===== config.mk =====
export PLATFORM = sky130hd
export DESIGN_NAME = mmul_ctrl
export DESIGN_NICKNAME = d
export VERILOG_FILES = /design/src/rtl/mmul_pkg.sv /design/src/rtl/mmul_loop_cnt.sv /design/src/rtl/mmul_ctrl.sv
export SDC_FILE = /design/constraint.sdc
export NUM_CORES = 1
export LEC_CHECK = 0
export ABC_AREA = 1
export CORE_UTILIZATION = 42
export DETAILED_ROUTE_END_ITERATION = 10
export GPL_TIMING_DRIVEN = 0
export PLACE_DENSITY = 0.8
export SETUP_SLACK_MARGIN = 0.15
export SLEW_MARGIN = 10
export SYNTH_ARGS = -nofsm -noshare
export SYNTH_HDL_FRONTEND = slang
export SYNTH_SLANG_ARGS = --single-unit

===== constraint.sdc =====
create_clock -name clk -period 2.6 [get_ports clk]
set_input_delay 0.65 -clock clk [delete_from_list [all_inputs] [get_ports clk]]
set_output_delay 0.65 -clock clk [all_outputs]
set_load 0.02 [all_outputs]

===== src/rtl/mmul_pkg.sv =====
// Shared definitions for the matrix-multiply command controller:
// opcodes, default geometry and the controller state type.
package mmul_pkg;

  localparam int N_DEF     = 10;
  localparam int IDX_W_DEF = 7;

  localparam logic [5:0] OP_INIT   = 6'd10;
  localparam logic [5:0] OP_FILLA  = 6'd11;
  localparam logic [5:0] OP_FILLB  = 6'd12;
  localparam logic [5:0] OP_RESULT = 6'd13;
  localparam logic [5:0] OP_MULT   = 6'd25;

  typedef enum logic [1:0] {
    ST_IDLE  = 2'd0,
    ST_MULT  = 2'd1,
    ST_FLUSH = 2'd2,
    ST_RESP  = 2'd3
  } state_e;

endpackage


===== src/rtl/mmul_loop_cnt.sv =====
// Nested i/j/k iteration counter (k innermost) with last-iteration flags.
module mmul_loop_cnt #(
  parameter int N  = 10,
  parameter int CW = 4
) (
  input  logic          clk,
  input  logic          rst_n,
  input  logic          clr,
  input  logic          step,
  output logic [CW-1:0] i,
  output logic [CW-1:0] j,
  output logic [CW-1:0] k,
  output logic          k_last,
  output logic          all_last
);

  localparam logic [CW-1:0] LIM  = CW'(N - 1);
  localparam logic [CW-1:0] ZERO = {CW{1'b0}};
  localparam logic [CW-1:0] ONE  = CW'(1);

  logic [CW-1:0] i_q, j_q, k_q;
  logic [CW-1:0] i_d, j_d, k_d;
  logic          i_last, j_last;

  assign i        = i_q;
  assign j        = j_q;
  assign k        = k_q;
  assign i_last   = (i_q == LIM);
  assign j_last   = (j_q == LIM);
  assign k_last   = (k_q == LIM);
  assign all_last = i_last & j_last & k_last;

  // Odometer-style advance: k rolls into j, j rolls into i.
  always_comb begin
    i_d = i_q;
    j_d = j_q;
    k_d = k_q;
    if (clr) begin
      i_d = ZERO;
      j_d = ZERO;
      k_d = ZERO;
    end else if (step) begin
      if (k_last) begin
        k_d = ZERO;
        if (j_last) begin
          j_d = ZERO;
          i_d = i_last ? ZERO : i_q + ONE;
        end else begin
          j_d = j_q + ONE;
        end
      end else begin
        k_d = k_q + ONE;
      end
    end else begin
      k_d = k_q;
    end
  end

  always_ff @(posedge clk or negedge rst_n) begin
    if (!rst_n) begin
      i_q <= ZERO;
      j_q <= ZERO;
      k_q <= ZERO;
    end else begin
      i_q <= i_d;
      j_q <= j_d;
      k_q <= k_d;
    end
  end

endmodule


===== src/rtl/mmul_ctrl.sv =====
// Command controller for an N x N matrix multiplier: operand fill, MAC
// sequencing with result write-back, and single-element result readout.
module mmul_ctrl
  import mmul_pkg::*;
#(
  parameter int N     = N_DEF,
  parameter int IDX_W = IDX_W_DEF
) (
  input  logic             clk,
  input  logic             rst_n,
  input  logic             cmd_val,
  output logic             busy,
  input  logic [5:0]       cmd_opcode,
  input  logic [63:0]      cmd_config_data,
  output logic             resp_val,
  input  logic             resp_rdy,
  output logic [63:0]      resp_data,
  output logic [63:0]      wr_data,
  output logic             a_wr_en,
  output logic [IDX_W-1:0] a_wr_idx,
  output logic             b_wr_en,
  output logic [IDX_W-1:0] b_wr_idx,
  output logic             clr_all,
  output logic             mac_en,
  output logic             mac_clr,
  output logic [IDX_W-1:0] rd_a_idx,
  output logic [IDX_W-1:0] rd_b_idx,
  output logic             r_wr_en,
  output logic [IDX_W-1:0] r_wr_idx,
  output logic [IDX_W-1:0] r_rd_idx,
  input  logic [63:0]      r_rd_data
);

  localparam int CW = (N > 1) ? $clog2(N) : 1;
  localparam logic [IDX_W-1:0] LAST_IDX = IDX_W'(N * N - 1);
  localparam logic [IDX_W-1:0] ZERO_IDX = {IDX_W{1'b0}};
  localparam logic [IDX_W-1:0] ONE_IDX  = IDX_W'(1);

  function automatic logic [IDX_W-1:0] flat_idx(input logic [CW-1:0] row,
                                                input logic [CW-1:0] col);
    return IDX_W'(row) * IDX_W'(N) + IDX_W'(col);
  endfunction

  function automatic logic [IDX_W-1:0] ptr_inc(input logic [IDX_W-1:0] p);
    return (p == LAST_IDX) ? ZERO_IDX : p + ONE_IDX;
  endfunction

  state_e           state_q, state_d;
  logic [IDX_W-1:0] a_ptr_q, a_ptr_d;
  logic [IDX_W-1:0] b_ptr_q, b_ptr_d;
  logic [IDX_W-1:0] r_ptr_q, r_ptr_d;
  logic [63:0]      resp_data_q, resp_data_d;
  logic             is_result_q, is_result_d;
  logic             wr_pend_q, wr_pend_d;
  logic [IDX_W-1:0] wr_idx_q, wr_idx_d;

  logic          cmd_acc;
  logic          loop_clr, loop_step;
  logic [CW-1:0] li, lj, lk;
  logic          k_last, all_last;

  mmul_loop_cnt #(.N(N), .CW(CW)) u_loop (
    .clk      (clk),
    .rst_n    (rst_n),
    .clr      (loop_clr),
    .step     (loop_step),
    .i        (li),
    .j        (lj),
    .k        (lk),
    .k_last   (k_last),
    .all_last (all_last)
  );

  assign busy      = (state_q != ST_IDLE);
  assign cmd_acc   = cmd_val & ~busy;
  assign resp_val  = (state_q == ST_RESP);
  assign resp_data = resp_data_q;
  assign wr_data   = cmd_config_data;
  assign a_wr_idx  = a_ptr_q;
  assign b_wr_idx  = b_ptr_q;
  assign r_rd_idx  = r_ptr_q;
  assign rd_a_idx  = flat_idx(li, lk);
  assign rd_b_idx  = flat_idx(lk, lj);
  // Write-back lags the k==N-1 issue by one cycle so the last product is in.
  assign r_wr_en   = wr_pend_q;
  assign r_wr_idx  = wr_idx_q;

  // Command decode, MAC sequencing and response handshake.
  always_comb begin
    state_d     = state_q;
    a_ptr_d     = a_ptr_q;
    b_ptr_d     = b_ptr_q;
    r_ptr_d     = r_ptr_q;
    resp_data_d = resp_data_q;
    is_result_d = is_result_q;
    wr_pend_d   = 1'b0;
    wr_idx_d    = wr_idx_q;
    loop_clr    = 1'b0;
    loop_step   = 1'b0;
    clr_all     = 1'b0;
    a_wr_en     = 1'b0;
    b_wr_en     = 1'b0;
    mac_en      = 1'b0;
    mac_clr     = 1'b0;
    case (state_q)
      ST_IDLE: begin
        if (cmd_acc) begin
          case (cmd_opcode)
            OP_INIT: begin
              clr_all = 1'b1;
              a_ptr_d = ZERO_IDX;
              b_ptr_d = ZERO_IDX;
              r_ptr_d = ZERO_IDX;
            end
            OP_FILLA: begin
              a_wr_en = 1'b1;
              a_ptr_d = ptr_inc(a_ptr_q);
            end
            OP_FILLB: begin
              b_wr_en = 1'b1;
              b_ptr_d = ptr_inc(b_ptr_q);
            end
            OP_MULT: begin
              loop_clr    = 1'b1;
              is_result_d = 1'b0;
              state_d     = ST_MULT;
            end
            OP_RESULT: begin
              resp_data_d = r_rd_data;
              is_result_d = 1'b1;
              state_d     = ST_RESP;
            end
            default: begin
              state_d = ST_IDLE;
            end
          endcase
        end else begin
          state_d = ST_IDLE;
        end
      end
      ST_MULT: begin
        mac_en    = 1'b1;
        mac_clr   = (lk == {CW{1'b0}});
        loop_step = 1'b1;
        if (k_last) begin
          wr_pend_d = 1'b1;
          wr_idx_d  = flat_idx(li, lj);
        end else begin
          wr_pend_d = 1'b0;
        end
        if (all_last) begin
          state_d = ST_FLUSH;
        end else begin
          state_d = ST_MULT;
        end
      end
      ST_FLUSH: begin
        resp_data_d = 64'd0;
        state_d     = ST_RESP;
      end
      ST_RESP: begin
        if (resp_rdy) begin
          state_d = ST_IDLE;
          if (is_result_q) begin
            r_ptr_d = ptr_inc(r_ptr_q);
          end else begin
            r_ptr_d = r_ptr_q;
          end
        end else begin
          state_d = ST_RESP;
        end
      end
      default: begin
        state_d = ST_IDLE;
      end
    endcase
  end

  // State and pointer registers; reset abandons any operation in flight.
  always_ff @(posedge clk or negedge rst_n) begin
    if (!rst_n) begin
      state_q     <= ST_IDLE;
      a_ptr_q     <= ZERO_IDX;
      b_ptr_q     <= ZERO_IDX;
      r_ptr_q     <= ZERO_IDX;
      resp_data_q <= 64'd0;
      is_result_q <= 1'b0;
      wr_pend_q   <= 1'b0;
      wr_idx_q    <= ZERO_IDX;
    end else begin
      state_q     <= state_d;
      a_ptr_q     <= a_ptr_d;
      b_ptr_q     <= b_ptr_d;
      r_ptr_q     <= r_ptr_d;
      resp_data_q <= resp_data_d;
      is_result_q <= is_result_d;
      wr_pend_q   <= wr_pend_d;
      wr_idx_q    <= wr_idx_d;
    end
  end

endmodule


==> Word level (Yosys, flattened, before mapping) <==
Cells that the tools add are included.
{ "classes": {"n_addsub": 9, "n_mul": 2, "div": 0, "order_cmp": 0, "eq_ne": 20, "n_shift": 0, "n_mux": 47, "bitwise_logic": 4, "reduce_logical": 20} }
{ "ops": {"columns": ["op", "count"], "rows": [
  ["two-way mux 64 bit", 2],
  ["case mux 64 bit (2 select lines)", 1],
  ["two-way mux 7 bit", 7],
  ["two-way mux 4 bit", 12],
  ["case mux 7 bit (2 select lines)", 3],
  ["equality test 6 x 4 -> 1 bit, second input constant", 4],
  ["adder 7 x 1 -> 7 bit, second input constant", 3],
  ["adder 7 x 4 -> 7 bit", 3],
  ["equality test 7 bit, second input constant", 3],
  ["nonzero test 2 bit", 9],
  ["two-way mux 1 bit", 16],
  ["AND reduction 3 bit", 5],
  ["adder 4 x 1 -> 4 bit, second input constant", 3],
  ["equality test 4 bit, second input constant", 3],
  ["multiplier 4 x 3 -> 6 bit, second input constant", 2],
  ["!= test 2 x 1 -> 1 bit, second input constant", 4],
  ["case mux 2 bit (4 select lines)", 1],
  ["equality test 6 x 5 -> 1 bit, second input constant", 1],
  ["two-way mux 2 bit", 3],
  ["case mux 2 bit (3 select lines)", 1],
  ["AND reduction 5 bit", 1],
  ["equality test 2 bit, second input constant", 2],
  ["logical NOT 4 bit", 1],
  ["AND reduction 2 bit", 2],
  ["8 further kinds", 10]
]} }
{ "totals": {"register_bits": 108, "latch_bits": 0, "mem_bits_rw": 0, "romBits": 0, "in_bits": 138, "out_inout_bits": 178, "word_cells": 113, "memories": 0} }

==> Longest topological paths before layout <==
Gate-level depths: netlist of run 1.
{ "depth": {"ltp_word": 7, "ltp_mapped": 10} }

==> Hierarchy <==
From an unflattened synthesis of run 1, not the netlist that was laid out.
{ "hier_totals": {"hier_cells": 771, "hier_area_um2": 6381.1} }
{ "by_module_without_submodules": {"columns": ["mod", "instances", "cells_per_inst", "area_per_inst_um2", "seq_area_each_um2"], "rows": [
  ["mmul_ctrl", 1, 680, 5594.1, 2402.3],
  ["mmul_loop_cnt", 1, 91, 787.0, 300.3]
]} }

==> Worst setup path after synthesis of run 1 <==
Ideal clock, no wire load.
{ "synth_path": {"kind": "register to output", "start": "reg u_loop.i_q[1] (netlist: u_loop.i[1])", "end": "out rd_a_idx[6]", "arrival_time_ns": 2.032, "required_ns": 1.950, "slack_ns": -0.082, "stages_incl_launch_ff": 8, "cell_sequence": "dfrtp_1 > ha_1 > ha_1 > inv_1 > fa_1 > nor2_1 > nand2_1 > xor2_1"} }
{ "synth_between": {"elab_chain_len": 2} }
{ "synth_lines": {"columns": ["item", "line", "source"], "rows": [
  ["start, declared", "mmul_loop_cnt.sv:21", "logic [CW-1:0] i_q, j_q, k_q;"],
  ["start signal, assigned", "mmul_loop_cnt.sv:65", "i_q <= i_d;"],
  ["multiplier 4 x 3 -> 6 bit", "mmul_ctrl.sv:41", "return IDX_W'(row) * IDX_W'(N) + IDX_W'(col);"],
  ["adder 7 x 4 -> 7 bit", "mmul_ctrl.sv:41", null],
  ["end, declared", "mmul_ctrl.sv:26", "output logic [IDX_W-1:0] rd_a_idx,"]
]} }
Every way passes these cells.

==> Worst setup path in the final report of run 1 <==
{ "layout_path": {"start": "reg u_loop.i_q[3] (netlist: u_loop.i[3])", "end": "out rd_a_idx[6]"} }
The elaborated chain is that of the path after synthesis.

==> flow_metrics.py, run 1 <==
metrics = {
    "status": {
        "outcome": "complete, but fails checks",
        "violations": "negative setup slack",
    },
    "critical_path": {
        "cpPeakStageDelay_ps": 460,
        "endpoint_kind": "output port",
        "r2r_end": "r_wr_idx[6]$_DFFE_PN0P_",
        "cp_slowest_cell": "fa_2",
        "r2r_slack_ps": -100,
        "crit_chain": "ha_4 -> ha_4 -> inv_2 -> fa_2 -> nor2_4 -> nand2_2 -> xor2_2 -> buf_6",
        "critPathArrivalTime_ps": 2170,
        "cp_max_fo": 2,
        "startpoint_type": "flip-flop",
        "cp.required_ps": 1950,
        "cp_top_family": "adder cells",
        "path_buf_inv": 2,
        "crit_cells": 8,
        "critPathKind": "flip-flop to output port",
        "reg2reg_depth": 16,
        "crit_top_cell": "ha_4",
        "rr_startpoint": "u_loop.i[3]$_DFFE_PN0P_",
    },
    "floorplan": {
        "ioPinCount": 316,
        "rows": 45,
        "die_y_um": 129,
        "coreArea_um2": 15400,
        "dieWidth_um": 129,
        "dieArea_um2": 16600,
        "start_util_pct": 43.7,
    },
    "final_layout": {
        "finalNonFillerCells": 1290,
        "drive_gt1_share_pct": 26.9,
        "final_cell_mix": "clkdlybuf4s50_1, nand2_1, buf_4, inv_1, dfrtp_1",
        "fill_cells": 1298,
        "fin_area_um2": 10300,
        "n_antenna_cell": 0,
        "layout_commonest_cell": "clkdlybuf4s50_1",
        "areaGrowthSynthToFinish_pct": 53.5,
        "fin_nets": 1250,
    },
    "synth": {
        "ys_warn_count": 0,
        "synth-seq-area-share_pct": 40.1,
        "synth.avg_cell_area_um2": 8.70,
        "synth_edf_count": 0,
        "synthCells": 775,
        "syn-cell-area_um2": 6740,
        "synth.distinct_cells": 33,
        "synth_fp_nets": 951,
        "async_flop_share_pct": 100,
        "ys.flop_type": "dfrtp_1",
        "ys_ff_latch": 108,
    },
    "placed_design": {
        "place_ws_ps": -674,
        "port_buffers": 251,
        "dpl-instance-area_um2": 9590,
        "dpl.cell_count": 1238,
        "dp_hpwl_mm": 14.1,
        "place_congestion": 0.828,
    },
    "clock_network": {
        "cts_root_buf": "clkbuf_16",
        "path_clk_slew_ps": 70,
        "cts_tree": "yes",
        "numCtsBuffers": 9,
        "clk_latency_ps": 360,
        "htreeDepth": 3,
        "cts_buffer_depth": 2,
        "cts_sinks": 108,
    },
    "global_routing": {
        "antenna_found_initial": 0,
        "grt_max_degree": 57,
        "grt_pass1_vias": 5994,
        "grt_pass1_wl_mm": 29.8,
        "top_usage_layer": "met2",
        "grt_remaining_overflow": 0,
        "use_met1_pct": 25.9,
        "grtUsageMet2_pct": 41.4,
        "grtUsageTotal_pct": 23.1,
        "met3_usage_pct": 8.36,
    },
    "sta": {
        "fin_tns_setup_ps": -874,
        "clock.fmax_ghz": 0.355,
        "final_max_slew_viol_count": 0,
        "fin_crit_ps": 2820,
        "fin_skew_ps": 7.00,
        "tightest_slew_ps": 568,
        "fin_crit_sh_pct": 108,
        "max_slew_margin_pct": 62.1,
        "whs_ps": 242,
        "finalSetupViolations": 5,
        "rsz0062_at_grt": "yes",
        "worst_slack_ps": -217,
        "hold_violations": 0,
    },
    "detailed_routing": {
        "drtIter0Drc": 249,
        "drc": 0,
        "vias": 6149,
        "viasPerCell": 4.77,
        "wire_per_inst_um": 14.7,
        "wirelength_mm": 19.0,
        "drtAntennaViolNets": 0,
        "dr.pass1.iters": 4,
    },
    "power": {
        "ir_drop_v": 0.000463,
        "leakagePower_uw": 0.00487,
        "p_per_area_nw_per_um2": 611,
    },
    "run": {
        "cap_viol_max_count": 0,
    },
    "min_path": {
        "min_path_type": "input pin to asynchronous set/reset pin",
    },
}
-- layer usage --
layer  vias to the layer above  wire length, um
met3                        23             1580
met5                         -                0
met1                      2903             7180
li1                       3014                -
met4                         0              308
met2                       209             9890
-- registers in the layout, summed over array words and instances (netlist names), 2 cells and up --
register and cells:
u_loop.k 4, state_q 2, r_rd_idx 7, u_loop.j 4, r_wr_idx 7, u_loop.i 4, a_wr_idx 7, b_wr_idx 7
resp_data 64
-- metrics by stage --
step / total power [uW] / utilization, %
6_report: 6320 / 67.0
4_1_cts: 6260 / 66.6
2_1_floorplan: 3530 / -
3_3_place_gp: 4520 / 62.0
5_1_grt: 6670 / 67.0
3_5_place_dp: 4600 / 62.2
-- what timing repair did --
action                                  CTS  global route
hold buffers                              0             0
gates resized for setup                 124            24
endpoints found under the setup margin   17            14
buffers inserted                         30             6
pin swaps                                18            14
-- synthesized netlist by cell type (2+ instances only) --
cell      instances  area share [%]
a21oi_1           7            0.52
buf_2             7            0.52
buf_4            66             7.4
buf_6            11             1.8
clkbuf_1          5            0.28
dfrtp_1         108              40
fa_1              5             1.5
ha_1             33             6.1
inv_1           114             6.3
inv_2             3            0.17
nand2_1         116             6.5
nand2_2           4            0.37
nand2_4           2            0.33
nand3_1          82             6.1
nand3_2          30             4.5
nand3_4           3            0.78
nand3b_1          3            0.33
nand4_1          11             1.0
nor2_1           38             2.1
nor2_4            5            0.84
nor3b_1           2            0.22
o21ai_0          16             1.2
o21ai_1          43             3.2
o21ai_2          32             4.2
o21bai_1          3            0.33
or2_2             3            0.28
xnor2_1           6            0.78
xor2_1           12             1.6
-- cell families after synthesis --
family | Yosys count | synth area share (%)
and+or+nand+nor | 301 | 23.7
xor gates and xnor gates | 18 | 2.34
DFF | 108 | 40.1
buffers and inverters | 206 | 16.5
adders and majority gates | 38 | 7.61
AOI/OAI and AO/OA | 104 | 9.71
-- layout make-up --
type,instances,area (um^2),area share (%)
inverter,117,444,4.29
clock inverter,7,60.1,0.581
buffer,89,679,6.57
sequential,108,2720,26.3
timing repair buffer,288,2770,26.8
tap,211,264,2.55
clock buffer,9,225,2.18
multi-input combinational,461,3180,30.8
-- where the power goes --
group	leakage [uW]	internal [uW]	switching [uW]
clock	0.000139	666	679
combinational	0.00327	1340	1600
sequential	0.00147	1850	181
total	0.00487	3860	2460
-- how the worst max path moves through the flow --
stage,from,to,slack [ps]
finish,u_loop.i[3]$_DFFE_PN0P_,rd_a_idx[6],-220
detailed placement,cmd_opcode[1],clr_all,-670
global placement,rst_n,u_loop.i[1]$_DFFE_PN0P_,-3920
global route,u_loop.i[1]$_DFFE_PN0P_,rd_a_idx[6],-280
floorplan,u_loop.i[1]$_DFFE_PN0P_,rd_a_idx[6],90
CTS,u_loop.i[3]$_DFFE_PN0P_,rd_a_idx[6],-260
(Power assumes the default switching activity.)
==> inputs of run 2 (changes only) <==
--- a/config.mk
+++ b/config.mk
@@ -7,6 +7,7 @@
 export LEC_CHECK = 0
 export ABC_AREA = 1
 export CORE_UTILIZATION = 42
+export CTS_CLUSTER_DIAMETER = 50
 export DETAILED_ROUTE_END_ITERATION = 10
 export GPL_TIMING_DRIVEN = 0
 export PLACE_DENSITY = 0.8
==> results of run 2 <==
No change in the layout: final DEF, timing and power equal those of run 1.
==> inputs of run 3 (changes only) <==
--- a/config.mk
+++ b/config.mk
@@ -6,6 +6,7 @@
 export NUM_CORES = 1
 export LEC_CHECK = 0
 export ABC_AREA = 1
+export CORE_MARGIN = 10
 export CORE_UTILIZATION = 42
 export CTS_CLUSTER_DIAMETER = 50
 export DETAILED_ROUTE_END_ITERATION = 10
==> flow_metrics.py, run 3 (synthesis results as in run 1) <==
metrics = {
    "global_routing": {
        "grt_pass1_vias": 6459,
        "grt_pass1_wl_mm": 34.2,
        "antenna_found_initial": 1,
        "met3_usage_pct": 9.64,
        "grt_max_degree": 60,
        "top_usage_layer": "met2",
        "grtUsageMet2_pct": 33.8,
        "grt_remaining_overflow": 0,
        "grtUsageTotal_pct": 19.6,
        "use_met1_pct": 20.5,
    },
    "placed_design": {
        "dp_hpwl_mm": 16.5,
        "dpl.cell_count": 1243,
        "port_buffers": 251,
        "place_congestion": 0.828,
        "place_ws_ps": -663,
    },
    "critical_path": {
        "crit_path_start": "u_loop.i[1]$_DFFE_PN0P_",
        "reg2reg_depth": 9,
        "cp.required_ps": 1950,
        "critPathKind": "flip-flop to output port",
        "cp_slowest_cell": "fa_2",
        "rr_startpoint": "u_loop.i[1]$_DFFE_PN0P_",
        "crit_top_cell": "ha_4",
        "endpoint_kind": "output port",
        "cpPeakStageDelay_ps": 470,
        "crit_cells": 8,
        "startpoint_type": "flip-flop",
        "r2r_slack_ps": 530,
        "crit_end": "rd_a_idx[6]",
        "cp_top_family": "adder cells",
        "critPathArrivalTime_ps": 2210,
        "crit_chain": "ha_4 -> ha_4 -> inv_2 -> fa_2 -> nor2_4 -> nand2_2 -> xor2_2 -> buf_6",
        "cp_max_fo": 2,
        "path_buf_inv": 2,
        "r2r_end": "r_wr_idx[6]$_DFFE_PN0P_",
    },
    "detailed_routing": {
        "dr.pass1.iters": 7,
        "drtAntennaViolNets": 0,
        "viasPerCell": 4.76,
        "wirelength_mm": 21.7,
        "wire_per_inst_um": 16.9,
        "vias": 6125,
        "drtIter0Drc": 307,
        "drc": 0,
    },
    "clock_network": {
        "cts_tree": "yes",
        "numCtsBuffers": 9,
        "cts_root_buf": "clkbuf_16",
        "hold_buffers": 0,
        "cts_sinks": 108,
        "htreeDepth": 3,
        "cts_buffer_depth": 2,
        "path_clk_slew_ps": 80,
        "clk_latency_ps": 350,
    },
    "final_layout": {
        "drive_gt1_share_pct": 26.5,
        "final_cell_mix": "clkdlybuf4s50_1, nand2_1, inv_1, dfrtp_1, buf_4",
        "fin_nets": 1242,
        "finalNonFillerCells": 1288,
        "layout_commonest_cell": "clkdlybuf4s50_1",
        "areaGrowthSynthToFinish_pct": 54.4,
        "largest_reg_flops": 64,
    },
    "floorplan": {
        "dieArea_um2": 21500,
        "ioPinCount": 316,
        "die_y_um": 147,
        "coreArea_um2": 15800,
        "start_util_pct": 42.6,
        "dieWidth_um": 147,
        "rows": 46,
    },
    "status": {
        "outcome": "complete, but fails checks",
        "violations": "negative setup slack",
    },
    "power": {
        "leakagePower_uw": 0.00487,
        "p_per_area_nw_per_um2": 625,
        "ir_drop_v": 0.000461,
        "total_power_uw": 6500,
    },
    "sta": {
        "final_max_slew_viol_count": 0,
        "fin_skew_ps": 6.06,
        "clock.fmax_ghz": 0.350,
        "hold_violations": 0,
        "finalSetupViolations": 4,
        "fin_crit_ps": 2860,
        "whs_ps": 233,
        "rsz0062_at_grt": "yes",
        "fin_crit_sh_pct": 110,
        "tightest_slew_ps": 487,
        "max_slew_margin_pct": 67.6,
        "worst_slack_ps": -260,
    },
    "min_path": {
        "min_path_type": "input pin to asynchronous set/reset pin",
    },
    "run": {
        "cap_viol_max_count": 0,
    },
}
[run 3: changes by cell type in the layout (fill, tap and decap cells not counted), moves of 2 or more]
cell and delta:
clkbuf_2 -2, buf_2 -3, xnor2_2 +2, dlygate4sd2_1 +4, inv_6 -3, ha_4 +2
buf_6 +3, clkinv_4 +2, xnor2_1 -2, buf_4 -9, ha_1 -2
[run 3: worst min-delay path by stage]
| stage | end | slack, ps | cells past startpoint |
|---|---|---|---|
| floorplan | a_wr_idx[0]$_DFFE_PN0P_ | 350 | 0 |
| global placement | is_result_q$_DFFE_PN0P_ | 460 | 2 |
| detailed placement | is_result_q$_DFFE_PN0P_ | 460 | 2 |
| CTS | r_wr_idx[3]$_DFFE_PN0P_ | 240 | 1 |
| global route | r_wr_idx[3]$_DFFE_PN0P_ | 250 | 1 |
| finish | r_wr_idx[3]$_DFFE_PN0P_ | 230 | 1 |
[run 3: power by group]
group          total, uW  internal (uW)  switching (uW)
clock               1440            783             659
combinational       3030           1390            1630
sequential          2030           1850             180
[run 3: per-layer routing]
| layer | vias up | wire length [um] |
|---|---|---|
| met2 | 247 | 10900 |
| met3 | 34 | 2380 |
| met1 | 2837 | 7910 |
| li1 | 3007 | - |
| met4 | 0 | 490 |
| met5 | - | 0 |
[run 3: layout make-up]
type | instances | area [um^2]
inverters | 117 | 447
fillers | 1218 | 5420
clock inverters | 6 | 71.3
repair buffers | 280 | 2750
clock buffers | 10 | 239
diodes | 1 | 2.50
multi-input cells | 461 | 3230
plain buffers | 89 | 679
well taps | 216 | 270
flip-flops and latches | 108 | 2720
[run 3: through the flow]
stage          instance area (um^2)  setup TNS, ps  util [%]
4_1_cts                       10300           -873      65.1
3_3_place_gp                   9570        -369400      60.5
2_1_floorplan                  6790              0         -
3_5_place_dp                   9600          -4050      60.6
6_report                      10400           -808      65.7
5_1_grt                       10400          -1140      65.7
[run 3: timing repair]
item / 4_1_cts / 5_1_grt
resized for setup: 140 / 16
endpoints found under the setup margin: 17 / 15
pin swaps: 20 / 11
buffers inserted: 22 / 6
